$ cat src/rtl/uart_rx_fifo.sv
// First-word-fall-through byte FIFO between the UART receiver and the command decoder.
// Optional drop counter enabled by defining UART_RX_FIFO_STATS_EN.
module uart_rx_fifo #(
  parameter int DEPTH = 16,
  parameter int DW    = 8
) (
  input  logic                     clk,
  input  logic                     reset,
  input  logic                     wr_en,
  input  logic [DW-1:0]            wr_data,
  output logic                     rd_valid,
  output logic [DW-1:0]            rd_data,
  input  logic                     rd_ready,
  input  logic                     flush,
  output logic [$clog2(DEPTH):0]   count,
  output logic                     full,
  output logic                     empty,
  output logic                     overflow,
  input  logic                     clr_overflow
`ifdef UART_RX_FIFO_STATS_EN
  ,
  output logic [15:0]              drop_cnt
`endif
);

  localparam int AW = $clog2(DEPTH);
  localparam logic [AW:0] PTR_ONE = (AW+1)'(1);

  logic [DW-1:0] mem [DEPTH];
  logic [AW:0]   wr_ptr_q, wr_ptr_d;
  logic [AW:0]   rd_ptr_q, rd_ptr_d;
  logic          overflow_q, overflow_d;
  logic          push, pop, drop;

  // Status is derived from the registered pointers only; the MSB is the wrap flag.
  assign empty    = (wr_ptr_q == rd_ptr_q);
  assign full     = (wr_ptr_q[AW] != rd_ptr_q[AW]) && (wr_ptr_q[AW-1:0] == rd_ptr_q[AW-1:0]);
  assign count    = wr_ptr_q - rd_ptr_q;
  assign rd_valid = !empty;
  assign rd_data  = empty ? '0 : mem[rd_ptr_q[AW-1:0]];
  assign overflow = overflow_q;

  assign pop  = !empty && rd_ready;
  assign push = wr_en && (!full || pop);
  assign drop = wr_en && full && !pop && !flush;

  always_comb begin
    wr_ptr_d   = wr_ptr_q;
    rd_ptr_d   = rd_ptr_q;
    overflow_d = drop || (overflow_q && !clr_overflow);
    if (flush) begin
      rd_ptr_d = wr_ptr_q;
    end else begin
      if (push) wr_ptr_d = wr_ptr_q + PTR_ONE;
      if (pop)  rd_ptr_d = rd_ptr_q + PTR_ONE;
    end
  end

  always_ff @(posedge clk) begin
    if (!reset) begin
      wr_ptr_q   <= '0;
      rd_ptr_q   <= '0;
      overflow_q <= 1'b0;
    end else begin
      wr_ptr_q   <= wr_ptr_d;
      rd_ptr_q   <= rd_ptr_d;
      overflow_q <= overflow_d;
    end
  end

  // Storage is deliberately left unreset; only pointers qualify its contents.
  always_ff @(posedge clk) begin
    if (reset && !flush && push) mem[wr_ptr_q[AW-1:0]] <= wr_data;
  end

`ifdef UART_RX_FIFO_STATS_EN
  logic [15:0] drop_cnt_q, drop_cnt_d;

  always_comb begin
    drop_cnt_d = drop_cnt_q;
    if (clr_overflow)                          drop_cnt_d = '0;
    else if (drop && drop_cnt_q != 16'hFFFF)   drop_cnt_d = drop_cnt_q + 16'd1;
  end

  always_ff @(posedge clk) begin
    if (!reset) drop_cnt_q <= '0;
    else        drop_cnt_q <= drop_cnt_d;
  end

  assign drop_cnt = drop_cnt_q;
`endif

endmodule

$ cat config.mk
export PLATFORM = sky130hd
export DESIGN_NAME = uart_rx_fifo
export DESIGN_NICKNAME = d
export VERILOG_FILES = /design/src/rtl/uart_rx_fifo.sv
export SDC_FILE = /design/constraint.sdc
export NUM_CORES = 1
export LEC_CHECK = 0
export CAP_MARGIN = 20
export CORE_MARGIN = 8
export CORE_UTILIZATION = 25
export DETAILED_ROUTE_END_ITERATION = 8
export GPL_TIMING_DRIVEN = 0
export PLACE_DENSITY_LB_ADDON = 0.2
export SLEW_MARGIN = 20
export SYNTH_ARGS = -nofsm -noshare
export SYNTH_HDL_FRONTEND = slang
export SYNTH_SLANG_ARGS = --single-unit
$ cat constraint.sdc
create_clock -name clk -period 3.6 [get_ports clk]
set_input_delay 0.9 -clock clk [delete_from_list [all_inputs] [get_ports clk]]
set_output_delay 0.9 -clock clk [all_outputs]
set_load 0.1 [all_outputs]
# After elaboration in Yosys (flattened, before gate mapping)
# Memories as Yosys holds them, arrays and structs flattened. A register that Yosys moved wholly into a read port is not among the register bits.
# Index checks and enable logic that the tools add are counted.
[word_totals]
mem_count = 1
out_inout_bits = 17
wordCells = 36
ram_bits = 128
register_bits = 11
input_bits = 14
[mem_list]
columns = ["name", "depth", "width", "read_ports", "rd_clocked_by_memory_dff", "wr", "line", "rtl"]
rows = [
  ["mem", 16, 8, 1, 1, 1, "29", "logic [DW-1:0] mem [DEPTH];"],
]
[op_classes]
n_reduce_logical = 18
n_addsub = 3
n_eq_ne = 3
mux = 7
bitwise = 1
[ops]
columns = ["op", "n"]
rows = [
  ["5-bit by 1-bit adder with 5-bit output (second input constant)", 2],
  ["5-bit 2-to-1 mux", 2],
  ["1-bit logical AND", 9],
  ["4-bit 2-to-1 mux", 2],
  ["8-bit 2-to-1 mux", 1],
  ["5-bit equality test", 1],
  ["1-bit zero test", 5],
  ["5-bit subtractor", 1],
  ["4-bit equality test", 1],
  ["1-bit logical OR", 2],
  ["1-bit 2-to-1 mux", 2],
  ["2-bit AND reduction", 1],
  ["2-bit nonzero test", 1],
  ["1-bit != test", 1],
  ["1-bit inverter", 1],
]

# Logic depth before layout (Yosys ltp)
# Gate-level depths: netlist of the first run.
[depth]
ltp_word = 8
mapped_depth = 7
ltp_nobuf = 7

# Worst setup path after synthesis of the first run
# OpenSTA, ideal clock, no wires.
[synth_path]
kind = "flip-flop to output port"
startpoint = "register wr_ptr_q[0]"
endpoint = "output rd_data[0]"
arrival_time_ps = 3846
n_path_buf = 1
slack_ps = -1146
path_stages_with_launch = 8
required_ps = 2700
path_cell_list = "dfxtp_1 > inv_1 > ha_1 > and4_1 > nand2_1 > clkbuf_1 > o21ai_0 > a21oi_1"
[synth_via]
elab_chain_len = 2
[synth_rtl]
columns = ["element", "line", "rtl"]
rows = [
  ["start, declared", "30", "logic [AW:0] wr_ptr_q, wr_ptr_d;"],
  ["start signal, assigned", "65", "wr_ptr_q <= wr_ptr_d;"],
  ["5-bit equality test", "36", "assign empty = (wr_ptr_q == rd_ptr_q);"],
  ["8-bit 2-to-1 mux", "40", "assign rd_data = empty ? '0 : mem[rd_ptr_q[AW-1:0]];"],
  ["end, declared", "12", "output logic [DW-1:0] rd_data,"],
]
# Every way passes these cells.

# Worst setup path in the final report of the first run
[layout_path]
startpoint = "register wr_ptr_q[0]"
endpoint = "output count[1]"
[layout_via]
elab_chain_len = 1
[layout_rtl]
columns = ["element", "line", "rtl"]
rows = [
  ["5-bit subtractor", "38", "assign count = wr_ptr_q - rd_ptr_q;"],
  ["end, declared", "15", "output logic [$clog2(DEPTH):0] count,"],
]
# Every way passes these cells.

==> run metrics, run 1 <==
status finished, final reports clean; number of diodes 0; GRT Overall Usage 0.0934; Clock Sinks 143; post-DR wirelength/cell 18.1 µm; Total Power 4080 µW; Finished Layout Cells 704; CTS Root Cell clkbuf_16; core area 23300 µm²; DRC 0; Cells after Synth 324; Slew HR 0.314; syn nets 348; Final Wtd Congestion 0.759; min Tclk post-route 3460 ps; most frequent cells in the layout edfxtp_1 (128), mux4_2 (19), nor2_1 (18); TritonCTS Buffers 17; pin count of the biggest net entering global routing 17; CP required 2700 ps; deepest clock path buffer count 2; # H-tree levels 4; die area 28800 µm²; HPWL after DPL 8.51 mm; worst IR drop on VDD 0.000244 V; critical path class reg2out; Final period util 0.961; synthesized area 5910 µm²; Syn. warnings 0; Final Hold Fails 0; flops & latches, synth 143; post-route clock skew 8.07 ps; commonest non-fill, non-tap cell in the layout edfxtp_1; WP data arrival 2560 ps; Synth area leader edfxtp_1; Die H 170 µm; input/output buffers 30; DR vias/cell 4.19; via count 2952; CTS tree built; worst skew pair latency 420 ps; actual slew at the worst max-slew pin 1020 ps; Pleak 0.00230 µW; Final Net Count 397; Die W 170 µm; max-slew violation count 0; IO Pins 31; First-pass DRT Iterations 4; Area growth syn-to-layout 21.7%; sequential share of the synthesized area 0.701; Max Freq 289 MHz; cell area power density 567 nW/µm²; initial antenna violation count 0; first-pass GRT wire length 19.3 mm; worst hold path depth 2; Synth top area share 0.650; Hold Crit Class reg2reg; wirelength, routed 12.8 mm; Worst Hold Margin 564 ps; starting density of the core 0.253; layout cell share with drive strength beyond 1 0.239; MaxCap Viol Count 0; vias in the first global route 3257; CP Max Fanout 5; synth top area cells edfxtp_1 (65%), mux4_2 (7.2%), mux4_1 (5.8%), dfxtp_1 (5.1%), ha_1 (1.9%); placed cells 673; antenna viol nets, final 0; grt total ovfl 0; drt first-iter violations 155; average size of a mapped cell 18.2 µm²; crit end category output port; clock slew at the register clock pins of the worst setup and hold paths 60 ps; FP Rows 56; Setup crit start kind flip-flop; cells on worst reg2reg path 6; Final setup viols 0; Synth cell types 39
## critical path, cell delays in order (launching register included)
cell and delay, ps:
dfxtp_1 370, inv_1 150, ha_1 260, fa_1 450
inv_1 60, dlygate4sd2_1 850
## power by group
part / internal (µW) / total, µW / switching [µW] / leakage [µW]
sequential: 1820 / 1830 / 9.41 / 0.00127
clock: 942 / 1610 / 665 / 0.000255
combinational: 181 / 641 / 459 / 0.000770
total: 2940 / 4080 / 1130 / 0.00230
## per-layer routing
metal | global-route usage | share of wire | vias to the layer above
li1 | - | - | 1392
met1 | 0.115 | 0.47 | 1500
met2 | 0.150 | 0.46 | 48
met3 | 0.0330 | 0.050 | 12
met4 | 0.0323 | 0.011 | 0
met5 | 0 | 0 | -
## sequential cells by signal, indices dropped and copies added, names as in the netlist, named ones only
| name | flops |
|---|---|
| mem | 128 |
| rd_ptr_q | 5 |
| wr_ptr_q | 5 |
| overflow | 1 |
## stage by stage
| step | instance area [µm²] | worst slack, ps | TNS, ps | utilization |
|---|---|---|---|---|
| 5_1_grt | 7190 | -3.98 | -3.98 | 0.308 |
| 4_1_cts | 7180 | 5.21 | 0 | 0.308 |
| 2_1_floorplan | 5960 | -21.8 | -21.8 | - |
| 6_report | 7190 | 141 | 0 | 0.308 |
| 3_3_place_gp | 6660 | -373 | -2330 | 0.286 |
| 3_5_place_dp | 6660 | -343 | -2750 | 0.286 |
## area by class of cell
cell class	count	area [µm²]
Clock buffer	17	425
Timing Repair Buffer	30	272
Fill cell	2293	16100
Multi-Input combinational cell	155	1680
Clock inverter	14	121
Buffer	14	110
Tap cell	319	399
Inverter	12	45.0
Sequential cell	143	4140
## Yosys cell counts
cell and n:
edfxtp_1 128, mux4_2 19, nor2_1 18, a21oi_1 15, dfxtp_1 15, mux4_1 13
inv_1 12, o21ai_0 11, ha_1 9, mux2_2 8, mux2i_1 8, nand2_1 8
xnor2_1 8, buf_2 6, nand3_1 5, o21ai_1 5, clkbuf_1 4, a21boi_0 3
buf_6 3, or3_1 3, a21o_1 2, nand3b_1 2, nand4_1 2, o21a_1 2
a2111oi_2 1, a311oi_1 1, a31o_2 1, a31oi_1 1, and2_1 1, and4_1 1
buf_12 1, fa_1 1, nand2b_1 1, nor2b_1 1, nor3_1 1, nor3b_1 1
nor4_1 1, o211a_1 1, xor2_1 1
## worst paths after layout
check	from	to	slack [ps]
worst max-delay path	wr_ptr_q[0]$_SDFFE_PN0P_	count[1]	140
worst min-delay path	wr_ptr_q[4]$_SDFFE_PN0P_	wr_ptr_q[4]$_SDFFE_PN0P_	560
worst max register to register	wr_ptr_q[0]$_SDFFE_PN0P_	mem[4][6]$_DFFE_PP_	410
worst min register to register	wr_ptr_q[4]$_SDFFE_PN0P_	wr_ptr_q[4]$_SDFFE_PN0P_	560
## timing repair
| item | in CTS | in global routing |
|---|---|---|
| buffers inserted | 0 | 0 |
| setup endpoints to repair | 15 | 12 |
| resized for setup | 59 | 17 |
| cloned | 0 | 0 |
| endpoints found under the hold margin | 0 | 0 |
| hold buffers | 0 | 0 |
## cell families (layout without fill, tap and decap cells)
logic type	Yosys count	count (layout)	share of synthesized area
adders and majority gates	10	10	0.0224
and+or+nand+nor	45	45	0.0364
DFF	143	143	0.701
xor gates and xnor gates	9	9	0.0133
muxes	48	48	0.159
AOI/OAI and AO/OA	43	43	0.0434
buffers and inverters	26	87	0.0243
(Power assumes the default switching activity.)
==> inputs of run 2 (changes only) <==
- ABC_AREA: default -> 1
==> run 2 against run 1 <==
  * Worst hold slack lost 87 ps
  * Clock-buffer cell count grew 1
  * Clock skew shrank 0.68 ps
  * Register-to-register slack gained 310 ps
  * Non-clock buffer count grew 13
  * First-iteration DRC count grew 74%
  * Clock power grew 17%
  * Flip-flop and latch count is the same
  * Fmax shrank 0.54%
  * Sequential share of layout area shrank 2.4 points
  * Sequential power is essentially flat
  * Total power grew 9.9%
==> run metrics, run 2 <==
Max Freq 288 MHz (-0.54%); GR peak layer met2; Clock Sinks 143 (unchanged); simple-gate area share of the yosys netlist 0.243 (+0.206); worst skew pair latency 420 ps (about the same); Final Net Count 660 (+66%); post-DR wirelength/cell 17.1 µm (-5.4%); MaxCap Viol Count 0 (unchanged); starting density of the core 0.254 (+0.000984); Comb pwr share 0.173 (+0.016); RR Startpoint wr_ptr_q[0]$_SDFFE_PN0P_; Die W 173 µm (+2.1%); Setup crit start kind flip-flop; max reg flops 128 (unchanged); layout cell share with drive strength beyond 1 0.108 (-0.131); Finished Layout Cells 973 (+38%); placed cells 941 (+40%); # H-tree levels 4 (unchanged); CTS Root Cell clkbuf_16; Final setup viols 0 (unchanged); crit end category output port; First-pass DRT Iterations 5 (+1); syn nets 611 (+76%); number of diodes 0 (unchanged); Post-synth EDFFs 128 (unchanged); ys async rst share 0 (unchanged); post-route clock skew 7.39 ps (-0.680 ps); DRC 0 (unchanged); Hold Crit Class reg2reg; initial antenna violation count 0 (unchanged); cells on worst reg2reg path 10 (+4); RSZ-0062 raised after global routing no; flop2flop setup slack 720 ps (+310 ps); sequential share of the synthesized area 0.670 (-0.0311); Final Wtd Congestion 0.862 (+14%); sequential share of power 0.408 (-0.041); Global Route met1 Usage 0.143 (+0.0283); WP data arrival 2580 ps (+20 ps); critical path class reg2out; Clock Power Share 0.419 (+0.025); via count 4302 (+46%); most frequent cells in the layout nand2_1 (202), edfxtp_1 (128), nand3_1 (107); max-slew violation count 0 (unchanged); worst reg2reg endpoint mem[8][5]$_DFFE_PP_; core area 24300 µm² (+4.2%); Hold Startpoint overflow$_SDFF_PN0_; net switching fraction of the power 0.297 (+0.0184); Synth area leader edfxtp_1; Synth Area in Compound Gates 0.0216 (-0.0217); mux cell area share after synthesis 0 (-0.159); Worst Setup SP rd_ptr_q[2]$_SDFFE_PN0N_; flops & latches, synth 143 (unchanged); Synth top area share 0.621 (-0.0288); CP Max Fanout 5 (unchanged); TritonCTS Buffers 17 (unchanged); Cells after Synth 587 (+81%); synth top area cells edfxtp_1 (62%), nand2_1 (12%), nand3_1 (8.7%), dfxtp_1 (4.9%), nor2_1 (2.1%); HPWL after DPL 11.6 mm (+36%); drt first-iter violations 270 (+74%); input/output buffers 30 (unchanged); status finished, final reports clean; xor/xnor cell area share of the yosys netlist 0.00971 (-0.00363); Final period util 0.966 (+0.00524); FP Rows 57 (+1.8%); post-synthesis adder-cell area fraction 0.0214 (-0.000994); first-pass GRT wire length 25.3 mm (+32%); Pint 3150 µW (+7.1%); die area 30000 µm² (+4.2%); Syn. warnings 0 (unchanged); CTS tree built; Synth top cells by count nand2_1 (202), edfxtp_1 (128), nand3_1 (107); clock slew at the register clock pins of the worst setup and hold paths 60 ps (about the same); cell area power density 597 nW/µm² (+5.3%); post-CTS setup buffer count 0 (unchanged); Critical Path End count[3]; GRT Overall Usage 0.112 (+0.0188); CP required 2700 ps (about the same); IO Pins 31 (unchanged); antenna viol nets, final 0 (unchanged); wirelength, routed 16.7 mm (+31%); met2 Usage GRT 0.182 (+0.0326); Slew HR 0.323 (+0.00921); most frequent cell after synthesis nand2_1; synthesized area 6180 µm² (+4.6%); min Tclk post-route 3480 ps (+18.9 ps); grt total ovfl 0 (unchanged); Fillers 2487 (+8.5%); pin count of the biggest net entering global routing 17 (unchanged); ys flop type edfxtp_1; deepest clock path buffer count 2 (unchanged); setup TNS 0 ps (unchanged); DR vias/cell 4.42 (+5.4%); GRT met3 Usage 0.0327 (-0.000358); largest family of logic cells by synthesized area simple AND/OR/NAND/NOR gates; Synth cell types 26 (-33%); Area growth syn-to-layout 21.4%; Switch Pwr 1330 µW (+17%); actual slew at the worst max-slew pin 1010 ps (-13.8 ps); Pleak 0.00277 µW (+20%); commonest non-fill, non-tap cell in the layout nand2_1; Die H 173 µm (+2.1%); average size of a mapped cell 10.5 µm² (-42%); Worst Hold Margin 476 ps (-87.4 ps); final core occ 0.309 (+0.000401); vias in the first global route 4246 (+30%); Final Hold Fails 0 (unchanged); worst IR drop on VDD 0.000289 V (+19%)
==> run 2: cell count changes in the layout (fill, tap and decap cells not counted), sizes merged, moves of 7 or more <==
cell and change:
inv +14, nor2 +17, o21ai -9, clkbuf +7
mux2i -8, mux4 -32, nand3 +102, mux2 -8
nand2 +197
==> run 2: cells by family after synthesis <==
logic type      after synthesis
flops                       143
xor+xnor                      6
simple gates                352
fa+ha+maj                    10
compound gates               26
buf+inv                      50
==> run 2: layout make-up <==
class,count,area (µm²),share of cell area
Buffer,27,133,0.0177
Tap cell,324,405,0.0540
Inverter,23,88.8,0.0118
Clock buffer,18,429,0.0572
Timing Repair Buffer,30,259,0.0345
Clock inverter,14,205,0.0273
Multi-Input combinational cell,394,1840,0.245
Sequential cell,143,4140,0.552
==> run 2: worst min path at each step <==
stage / slack [ps] / depth (start not counted) / end
final: 480 / 2 / overflow$_SDFF_PN0_
after global routing: 510 / 2 / overflow$_SDFF_PN0_
after CTS: 480 / 2 / overflow$_SDFF_PN0_
after detailed placement: 470 / 2 / overflow$_SDFF_PN0_
after global placement: 450 / 2 / overflow$_SDFF_PN0_
after floorplan: 490 / 2 / flip-flop
==> run 2: worst max-delay path, stage by stage, from the launching register on <==
cell and delay (ps):
dfxtp_1 400, inv_1 60, ha_1 370, nand2_1 70
o21ai_0 220, xor2_1 160, dlygate4sd2_1 880
==> run 2: power by group through the flow <==
stage	Sequential, µW	Clock, µW	Combinational, µW
after global placement	1860	0	795
after floorplan	1860	0	556
after CTS	1830	1910	786
final	1830	1880	776
after detailed placement	1860	0	801
after global routing	1830	1980	829
==> run 2: per-stage QoR <==
step / setup slack, ps / instance area (µm²) / power, µW
floorplan: -90.1 / 6190 / 2420
global placement: -174 / 6900 / 2660
detailed placement: -167 / 6900 / 2670
CTS: -30.8 / 7530 / 4520
global route: 1.54 / 7510 / 4630
finish: 122 / 7510 / 4480
==> run 2: routing by layer <==
metal  share of wire  routed length (µm)  up-vias
met5               0                   0        -
met4           0.013                 216        0
met3           0.053                 881       17
met2            0.47                7920      108
met1            0.46                7670     2069
li1                -                   -     2108
==> run 2: what timing repair did <==
item / CTS / global route
resized for setup: 42 / 26
gates cloned: 0 / 0
setup endpoints to repair: 15 / 12
hold buffers: 0 / 0
hold endpoints to repair: 0 / 0
